==> config.mk <==
export PLATFORM = sky130hd
export DESIGN_NAME = reset_sequencer
export DESIGN_NICKNAME = d
export VERILOG_FILES = /design/src/rtl/reset_sequencer_pkg.sv /design/src/rtl/reset_sequencer_single_master.sv /design/src/rtl/reset_sequencer.sv
export SDC_FILE = /design/constraint.sdc
export NUM_CORES = 1
export LEC_CHECK = 0
export BUFFER_PORTS_ARGS = -buffer_cell sky130_fd_sc_hd__buf_2
export CAP_MARGIN = 20
export CORE_ASPECT_RATIO = 0.9
export CORE_UTILIZATION = 40
export CTS_CLUSTER_SIZE = 20
export DETAILED_ROUTE_END_ITERATION = 8
export GPL_TIMING_DRIVEN = 0
export HOLD_SLACK_MARGIN = 0.03
export PLACE_DENSITY_LB_ADDON = 0.3
export SETUP_SLACK_MARGIN = 0.4
export SLEW_MARGIN = 30
export SYNTH_ARGS = -nofsm -noshare
export SYNTH_HDL_FRONTEND = slang
export SYNTH_HIERARCHICAL = 1
export SYNTH_SLANG_ARGS = --single-unit
==> constraint.sdc <==
create_clock -name aclk -period 2.99 [get_ports aclk]
set_clock_uncertainty 0.2 [all_clocks]
set_input_delay 0.598 -clock aclk [delete_from_list [all_inputs] [get_ports aclk]]
set_output_delay 0.598 -clock aclk [all_outputs]
set_load 0.03 [all_outputs]
==> src/rtl/reset_sequencer_pkg.sv <==
// Shared types and AXI response codes for the reset sequencer.
package reset_sequencer_pkg;

    typedef enum logic [2:0] {
        StIdle,
        StWrite,
        StWresp,
        StRead,
        StRresp,
        StWait
    } state_e;

    localparam logic [1:0] RESP_OKAY   = 2'b00;
    localparam logic [1:0] RESP_SLVERR = 2'b10;

endpackage

==> src/rtl/reset_sequencer_single_master.sv <==
// Single-outstanding AXI4-Lite master: one write or one read per request, all channel
// outputs registered. o_wr_issued / o_rd_issued flag the cycle the address phase completes.
module axi4_lite_single_master #(
    parameter int unsigned C_ADDR_WIDTH = 3,
    parameter int unsigned C_DATA_WIDTH = 32
) (
    input  logic                      aclk,
    input  logic                      aresetn,
    input  logic                      i_req,
    input  logic                      i_we,
    input  logic [C_ADDR_WIDTH-1:0]   i_addr,
    input  logic [C_DATA_WIDTH-1:0]   i_wdata,
    output logic                      o_wr_issued,
    output logic                      o_rd_issued,
    output logic                      o_ack,
    output logic [1:0]                o_resp,
    output logic [C_DATA_WIDTH-1:0]   o_rdata,
    output logic [C_ADDR_WIDTH-1:0]   m_axi_awaddr,
    output logic                      m_axi_awvalid,
    input  logic                      m_axi_awready,
    output logic [C_DATA_WIDTH-1:0]   m_axi_wdata,
    output logic [C_DATA_WIDTH/8-1:0] m_axi_wstrb,
    output logic                      m_axi_wvalid,
    input  logic                      m_axi_wready,
    input  logic [1:0]                m_axi_bresp,
    input  logic                      m_axi_bvalid,
    output logic                      m_axi_bready,
    output logic [C_ADDR_WIDTH-1:0]   m_axi_araddr,
    output logic                      m_axi_arvalid,
    input  logic                      m_axi_arready,
    input  logic [C_DATA_WIDTH-1:0]   m_axi_rdata,
    input  logic [1:0]                m_axi_rresp,
    input  logic                      m_axi_rvalid,
    output logic                      m_axi_rready
);
    localparam int unsigned STRB_W = C_DATA_WIDTH / 8;
    localparam logic [STRB_W-1:0] STRB_LANE0 = STRB_W'(1);

    logic                    r_awvalid, r_wvalid, r_bready, r_arvalid, r_rready;
    logic [C_ADDR_WIDTH-1:0] r_awaddr, r_araddr;
    logic [C_DATA_WIDTH-1:0] r_wdata;
    logic [STRB_W-1:0]       r_wstrb;
    logic                    w_aw_pend, w_w_pend, w_b_hs, w_r_hs;

    // AW and W retire independently; the write is issued once neither is still pending.
    assign w_aw_pend   = r_awvalid & ~m_axi_awready;
    assign w_w_pend    = r_wvalid & ~m_axi_wready;
    assign o_wr_issued = (r_awvalid | r_wvalid) & ~w_aw_pend & ~w_w_pend;
    assign o_rd_issued = r_arvalid & m_axi_arready;
    assign w_b_hs      = r_bready & m_axi_bvalid;
    assign w_r_hs      = r_rready & m_axi_rvalid;
    assign o_ack       = w_b_hs | w_r_hs;
    assign o_resp      = w_b_hs ? m_axi_bresp : m_axi_rresp;
    assign o_rdata     = m_axi_rdata;

    always_ff @(posedge aclk or negedge aresetn) begin
        if (!aresetn) begin
            r_awvalid <= 1'b0;
            r_wvalid  <= 1'b0;
            r_bready  <= 1'b0;
            r_arvalid <= 1'b0;
            r_rready  <= 1'b0;
            r_awaddr  <= '0;
            r_araddr  <= '0;
            r_wdata   <= '0;
            r_wstrb   <= '0;
        end else begin
            if (i_req && i_we) begin
                r_awvalid <= 1'b1;
                r_wvalid  <= 1'b1;
                r_awaddr  <= i_addr;
                r_wdata   <= i_wdata;
                r_wstrb   <= STRB_LANE0;
            end else begin
                r_awvalid <= w_aw_pend;
                r_wvalid  <= w_w_pend;
            end
            if (o_wr_issued) begin
                r_bready <= 1'b1;
            end else if (w_b_hs) begin
                r_bready <= 1'b0;
            end
            if (i_req && !i_we) begin
                r_arvalid <= 1'b1;
                r_araddr  <= i_addr;
            end else if (o_rd_issued) begin
                r_arvalid <= 1'b0;
            end
            if (o_rd_issued) begin
                r_rready <= 1'b1;
            end else if (w_r_hs) begin
                r_rready <= 1'b0;
            end
        end
    end

    assign m_axi_awaddr  = r_awaddr;
    assign m_axi_awvalid = r_awvalid;
    assign m_axi_wdata   = r_wdata;
    assign m_axi_wstrb   = r_wstrb;
    assign m_axi_wvalid  = r_wvalid;
    assign m_axi_bready  = r_bready;
    assign m_axi_araddr  = r_araddr;
    assign m_axi_arvalid = r_arvalid;
    assign m_axi_rready  = r_rready;

endmodule

==> src/rtl/reset_sequencer.sv <==
// Ordered reset release/assert over AXI4-Lite: write each output's control register,
// read it back, then wait the programmed delay before the next output.
module reset_sequencer
    import reset_sequencer_pkg::*;
#(
    parameter int unsigned C_OUTPUT_COUNT     = 2,
    parameter int unsigned C_M_AXI_DATA_WIDTH = 32,
    parameter int unsigned C_M_AXI_ADDR_WIDTH = 3,
    parameter int unsigned C_BASE_ADDR        = 0,
    parameter int unsigned C_DELAY_WIDTH      = 16,
    localparam int unsigned IDX_W = (C_OUTPUT_COUNT > 1) ? $clog2(C_OUTPUT_COUNT) : 1
) (
    input  logic                            aclk,
    input  logic                            aresetn,
    input  logic                            start,
    input  logic                            value,
    input  logic [C_DELAY_WIDTH-1:0]        delay,
    output logic                            busy,
    output logic                            done,
    output logic                            error,
    output logic [IDX_W-1:0]                err_index,
    output logic [C_M_AXI_ADDR_WIDTH-1:0]   m_axi_awaddr,
    output logic                            m_axi_awvalid,
    input  logic                            m_axi_awready,
    output logic [C_M_AXI_DATA_WIDTH-1:0]   m_axi_wdata,
    output logic [C_M_AXI_DATA_WIDTH/8-1:0] m_axi_wstrb,
    output logic                            m_axi_wvalid,
    input  logic                            m_axi_wready,
    input  logic [1:0]                      m_axi_bresp,
    input  logic                            m_axi_bvalid,
    output logic                            m_axi_bready,
    output logic [C_M_AXI_ADDR_WIDTH-1:0]   m_axi_araddr,
    output logic                            m_axi_arvalid,
    input  logic                            m_axi_arready,
    input  logic [C_M_AXI_DATA_WIDTH-1:0]   m_axi_rdata,
    input  logic [1:0]                      m_axi_rresp,
    input  logic                            m_axi_rvalid,
    output logic                            m_axi_rready
);
    localparam int unsigned STRIDE = C_M_AXI_DATA_WIDTH / 8;
    localparam logic [IDX_W-1:0] LAST_IDX = IDX_W'(C_OUTPUT_COUNT - 1);

    state_e                           r_state, w_state_d;
    logic                             r_value, r_busy, r_done, r_error;
    logic [C_DELAY_WIDTH-1:0]         r_delay, r_cnt, w_cnt_d;
    logic [IDX_W-1:0]                 r_index, r_err_index, w_index_d, w_req_idx;
    logic [IDX_W-1:0]                 w_first_idx, w_next_idx;
    logic                             w_last, w_accept, w_finish, w_abort;
    logic                             w_req, w_we, w_req_value;
    logic                             w_wr_issued, w_rd_issued, w_ack, w_check_ok;
    logic [1:0]                       w_resp;
    logic [C_M_AXI_DATA_WIDTH-1:0]    w_rdata, w_wdata;
    logic [C_M_AXI_ADDR_WIDTH-1:0]    w_addr;
    logic                             w_unused_rdata;

    assign w_first_idx    = value ? '0 : LAST_IDX;
    assign w_next_idx     = r_value ? r_index + IDX_W'(1) : r_index - IDX_W'(1);
    assign w_last         = r_value ? (r_index == LAST_IDX) : (r_index == '0);
    assign w_req_value    = w_accept ? value : r_value;
    assign w_addr         = C_M_AXI_ADDR_WIDTH'(C_BASE_ADDR + STRIDE * 32'(w_req_idx));
    assign w_wdata        = {{(C_M_AXI_DATA_WIDTH - 1){1'b0}}, w_req_value};
    assign w_check_ok     = (w_resp == RESP_OKAY) && (w_rdata[0] == r_value);
    assign w_unused_rdata = ^w_rdata[C_M_AXI_DATA_WIDTH-1:1];

    always_comb begin
        w_state_d = r_state;
        w_index_d = r_index;
        w_cnt_d   = r_cnt;
        w_req_idx = r_index;
        w_req     = 1'b0;
        w_we      = 1'b0;
        w_accept  = 1'b0;
        w_finish  = 1'b0;
        w_abort   = 1'b0;
        case (r_state)
            StIdle: begin
                // r_done marks the pulse cycle; a start landing there is dropped.
                if (start && !r_done) begin
                    w_accept  = 1'b1;
                    w_req     = 1'b1;
                    w_we      = 1'b1;
                    w_req_idx = w_first_idx;
                    w_index_d = w_first_idx;
                    w_state_d = StWrite;
                end
            end
            StWrite: if (w_wr_issued) w_state_d = StWresp;
            StWresp: begin
                if (w_ack) begin
                    if (w_resp != RESP_OKAY) begin
                        w_abort   = 1'b1;
                        w_state_d = StIdle;
                    end else begin
                        w_req     = 1'b1;
                        w_state_d = StRead;
                    end
                end
            end
            StRead: if (w_rd_issued) w_state_d = StRresp;
            StRresp: begin
                if (w_ack) begin
                    if (!w_check_ok) begin
                        w_abort   = 1'b1;
                        w_state_d = StIdle;
                    end else if (w_last) begin
                        w_finish  = 1'b1;
                        w_state_d = StIdle;
                    end else if (r_delay == '0) begin
                        w_req     = 1'b1;
                        w_we      = 1'b1;
                        w_req_idx = w_next_idx;
                        w_index_d = w_next_idx;
                        w_state_d = StWrite;
                    end else begin
                        w_cnt_d   = r_delay;
                        w_state_d = StWait;
                    end
                end
            end
            StWait: begin
                if (r_cnt == C_DELAY_WIDTH'(1)) begin
                    w_req     = 1'b1;
                    w_we      = 1'b1;
                    w_req_idx = w_next_idx;
                    w_index_d = w_next_idx;
                    w_state_d = StWrite;
                end else begin
                    w_cnt_d = r_cnt - C_DELAY_WIDTH'(1);
                end
            end
            default: w_state_d = StIdle;
        endcase
    end

    always_ff @(posedge aclk or negedge aresetn) begin
        if (!aresetn) begin
            r_state     <= StIdle;
            r_value     <= 1'b0;
            r_delay     <= '0;
            r_cnt       <= '0;
            r_index     <= '0;
            r_busy      <= 1'b0;
            r_done      <= 1'b0;
            r_error     <= 1'b0;
            r_err_index <= '0;
        end else begin
            r_state <= w_state_d;
            r_index <= w_index_d;
            r_cnt   <= w_cnt_d;
            r_done  <= w_finish | w_abort;
            // busy stays high through the done cycle.
            if (w_accept) begin
                r_value <= value;
                r_delay <= delay;
                r_error <= 1'b0;
                r_busy  <= 1'b1;
            end else if (r_done) begin
                r_busy <= 1'b0;
            end
            if (w_abort) begin
                r_error     <= 1'b1;
                r_err_index <= r_index;
            end
        end
    end

    assign busy      = r_busy;
    assign done      = r_done;
    assign error     = r_error;
    assign err_index = r_err_index;

    axi4_lite_single_master #(
        .C_ADDR_WIDTH (C_M_AXI_ADDR_WIDTH),
        .C_DATA_WIDTH (C_M_AXI_DATA_WIDTH)
    ) u_master (
        .aclk          (aclk),
        .aresetn       (aresetn),
        .i_req         (w_req),
        .i_we          (w_we),
        .i_addr        (w_addr),
        .i_wdata       (w_wdata),
        .o_wr_issued   (w_wr_issued),
        .o_rd_issued   (w_rd_issued),
        .o_ack         (w_ack),
        .o_resp        (w_resp),
        .o_rdata       (w_rdata),
        .m_axi_awaddr  (m_axi_awaddr),
        .m_axi_awvalid (m_axi_awvalid),
        .m_axi_awready (m_axi_awready),
        .m_axi_wdata   (m_axi_wdata),
        .m_axi_wstrb   (m_axi_wstrb),
        .m_axi_wvalid  (m_axi_wvalid),
        .m_axi_wready  (m_axi_wready),
        .m_axi_bresp   (m_axi_bresp),
        .m_axi_bvalid  (m_axi_bvalid),
        .m_axi_bready  (m_axi_bready),
        .m_axi_araddr  (m_axi_araddr),
        .m_axi_arvalid (m_axi_arvalid),
        .m_axi_arready (m_axi_arready),
        .m_axi_rdata   (m_axi_rdata),
        .m_axi_rresp   (m_axi_rresp),
        .m_axi_rvalid  (m_axi_rvalid),
        .m_axi_rready  (m_axi_rready)
    );

endmodule
==> results.cfg <==
[layout]
nets = 568
area_growth_pct = 32.4
drive_gt1_share_pct = 44.6
diodes = 0

[synth]
ys_warn_count = 6
syn_area_per_cell_um2 = 11.6
synth_cells = 362
syn_area_um2 = 4210

[cts]
numClockSinks = 85
clk_pin_slew_ns = 0.06
cts-root-buf = clkbuf_16
clk_latency_ns = 0.34
cts_buffer_depth = 2
cts_tree = built
cts_buffers = 9
htreeDepth = 3

[critical_path]
cp-start-kind = register
path_max_fanout = 10
crit_required_ns = 3.01
reg2regPathDepth = 9
path_class = register to register
r2r_setup_slack_ns = 0.38
arrival_ns = 2.64
r2r_start = r_cnt[13]
endpoint_kind = register
timing.rr.end = u_master/m_axi_wdata[0]

[drt]
viasPerCell = 5.25
drt_iter0_markers = 192
firstDrtPassIters = 4
wl_per_cell_um = 15.8
routed_wl_mm = 10.1
ant_nets = 0
vias = 3351
drc = 0

[sta]
max_freq_mhz = 382
period_share_pct = 87.5
tightest_slew_ns = 0.664
setup_viol = 0
hold_slack_ns = 0.262
maxSlewViolCount = 0
relSlewSlack_pct = 55.7
period_minus_slack_ns = 2.61
finalHoldViolations = 0
rsz0062_at_grt = yes

[worst_hold_path]
min_to = u_master/m_axi_arvalid
worstHoldStart = m_axi_arready
holdPathStages = 2
worst_hold_path_type = input pin to register

[grt]
grt_pass1_vias = 3336
gr-total-overflow = 0
antenna_found_initial = 1
track_usage_pct = 19.7
grt_start_max_net_pins = 51
grt_pass1_wl_mm = 16.4

[place]
dpl.hpwl_mm = 6.77
io_buffers = 76
place_congestion = 0.872

[floorplanning]
chipWidth_um = 110
rows = 35
ios = 112
initial_utilization_pct = 41.1
die_h_um = 99.3
die_area_um2 = 10900
coreArea_um2 = 10200

[power]
peakVddDrop_v = 0.000663
power.total_mw = 6.26
p_leak_nw = 2.62
power_density_nw_per_um2 = 1120

[outcome]
status = finished clean

[flow_run]
drv_cap = 0
[power by group]
group          internal [mW]  total (mW)  leakage, nW  switching, mW
Sequential              1.71        2.14         1.01          0.428
Combinational           1.34        3.09         1.48           1.75
Clock                  0.566        1.03        0.130          0.463
Total                   3.62        6.26         2.62           2.65
[placed cells by master, fill, tap and decap left out, drive strengths merged, types with 2 or more instances in the layout]
cell type / n
a211o: 2
a21o: 2
a21oi: 18
a22oi: 2
a31o: 2
a31oi: 3
and3: 3
buf: 107
clkbuf: 22
clkinv: 2
clkinvlp: 2
conb: 38
dfrtp: 85
ha: 2
inv: 11
mux2: 58
nand2: 13
nand2b: 7
nand3: 6
nand4: 2
nor2: 27
nor2b: 3
nor3: 13
nor3b: 4
nor4: 8
o211ai: 2
o21a: 2
o21ai: 18
o22a: 3
o22ai: 4
o31ai: 10
or3: 4
or4: 4
xor2: 2
[final cells by class]
class | instances | area, um^2
buffer | 25 | 215
clock buffer | 9 | 225
clock inverter | 6 | 48.8
fill | 939 | 4670
inverter | 9 | 33.8
multi-input combinational | 279 | 2140
sequential | 85 | 2130
tap | 129 | 161
timing repair buffer | 96 | 623
[metrics by stage]
stage                     cells  area, um^2  TNS, ns  worst slack [ns]  util (%)
after detailed placement    604        4980   -0.512           -0.0773      48.6
after floorplan             398        4410        0             0.310         -
final                       638        5580        0             0.375      54.4
after global placement      603        4950  -0.0964           -0.0456      48.3
after CTS                   634        5470        0             0.392      53.3
after global routing        638        5580        0             0.284      54.4
[what timing repair did]
item	4_1_cts	5_1_grt
hold buffers	1	0
gates cloned	0	2
setup endpoints to repair	53	53
setup buffers	14	2
hold endpoints to repair	35	0
pin swaps	7	9
resized for setup	23	16
[critical path, stage by stage (launching register included)]
cell and delay (ns):
dfrtp_1 0.39, or4_4 0.58, nor4_4 0.33, nand2_1 0.12
nand3_2 0.13, a31o_4 0.13, nand2_4 0.05, buf_8 0.13
buf_12 0.14, mux2_4 0.29
[sequential cells by signal (all words and copies together), names as in the netlist, 3 cells and up]
register / cells
u_master/m_axi_awaddr: 3
r_cnt: 16
r_state: 3
u_master/m_axi_araddr: 3
u_master/m_axi_wdata: 32
r_delay: 16
[worst max path at each step]
stage | slack, ns | depth (start not counted) | end | from
floorplan | 0.31 | 11 | u_master/m_axi_awaddr[0] | m_axi_bvalid
global placement | -0.05 | 12 | u_master/m_axi_wdata[0] | r_state[1]
detailed placement | -0.08 | 11 | u_master/m_axi_awaddr[2] | r_state[1]
CTS | 0.39 | 9 | u_master/m_axi_wdata[0] | r_cnt[13]
global route | 0.28 | 9 | u_master/m_axi_wdata[0] | r_cnt[13]
finish | 0.38 | 9 | u_master/m_axi_wdata[0] | r_cnt[13]
[per-layer routing]
metal  share of wire (%)  global-route usage (%)  wire length, um  vias to the layer above
met1                  44                    25.5             4470                     1678
met3                 6.5                    6.42              652                        7
met4                0.88                    6.17               89                        0
li1                    -                       -                -                     1569
met2                  48                    31.1             4850                       97
met5                   0                       0                0                        -
Note: power is estimated with default switching activity, not from simulation.
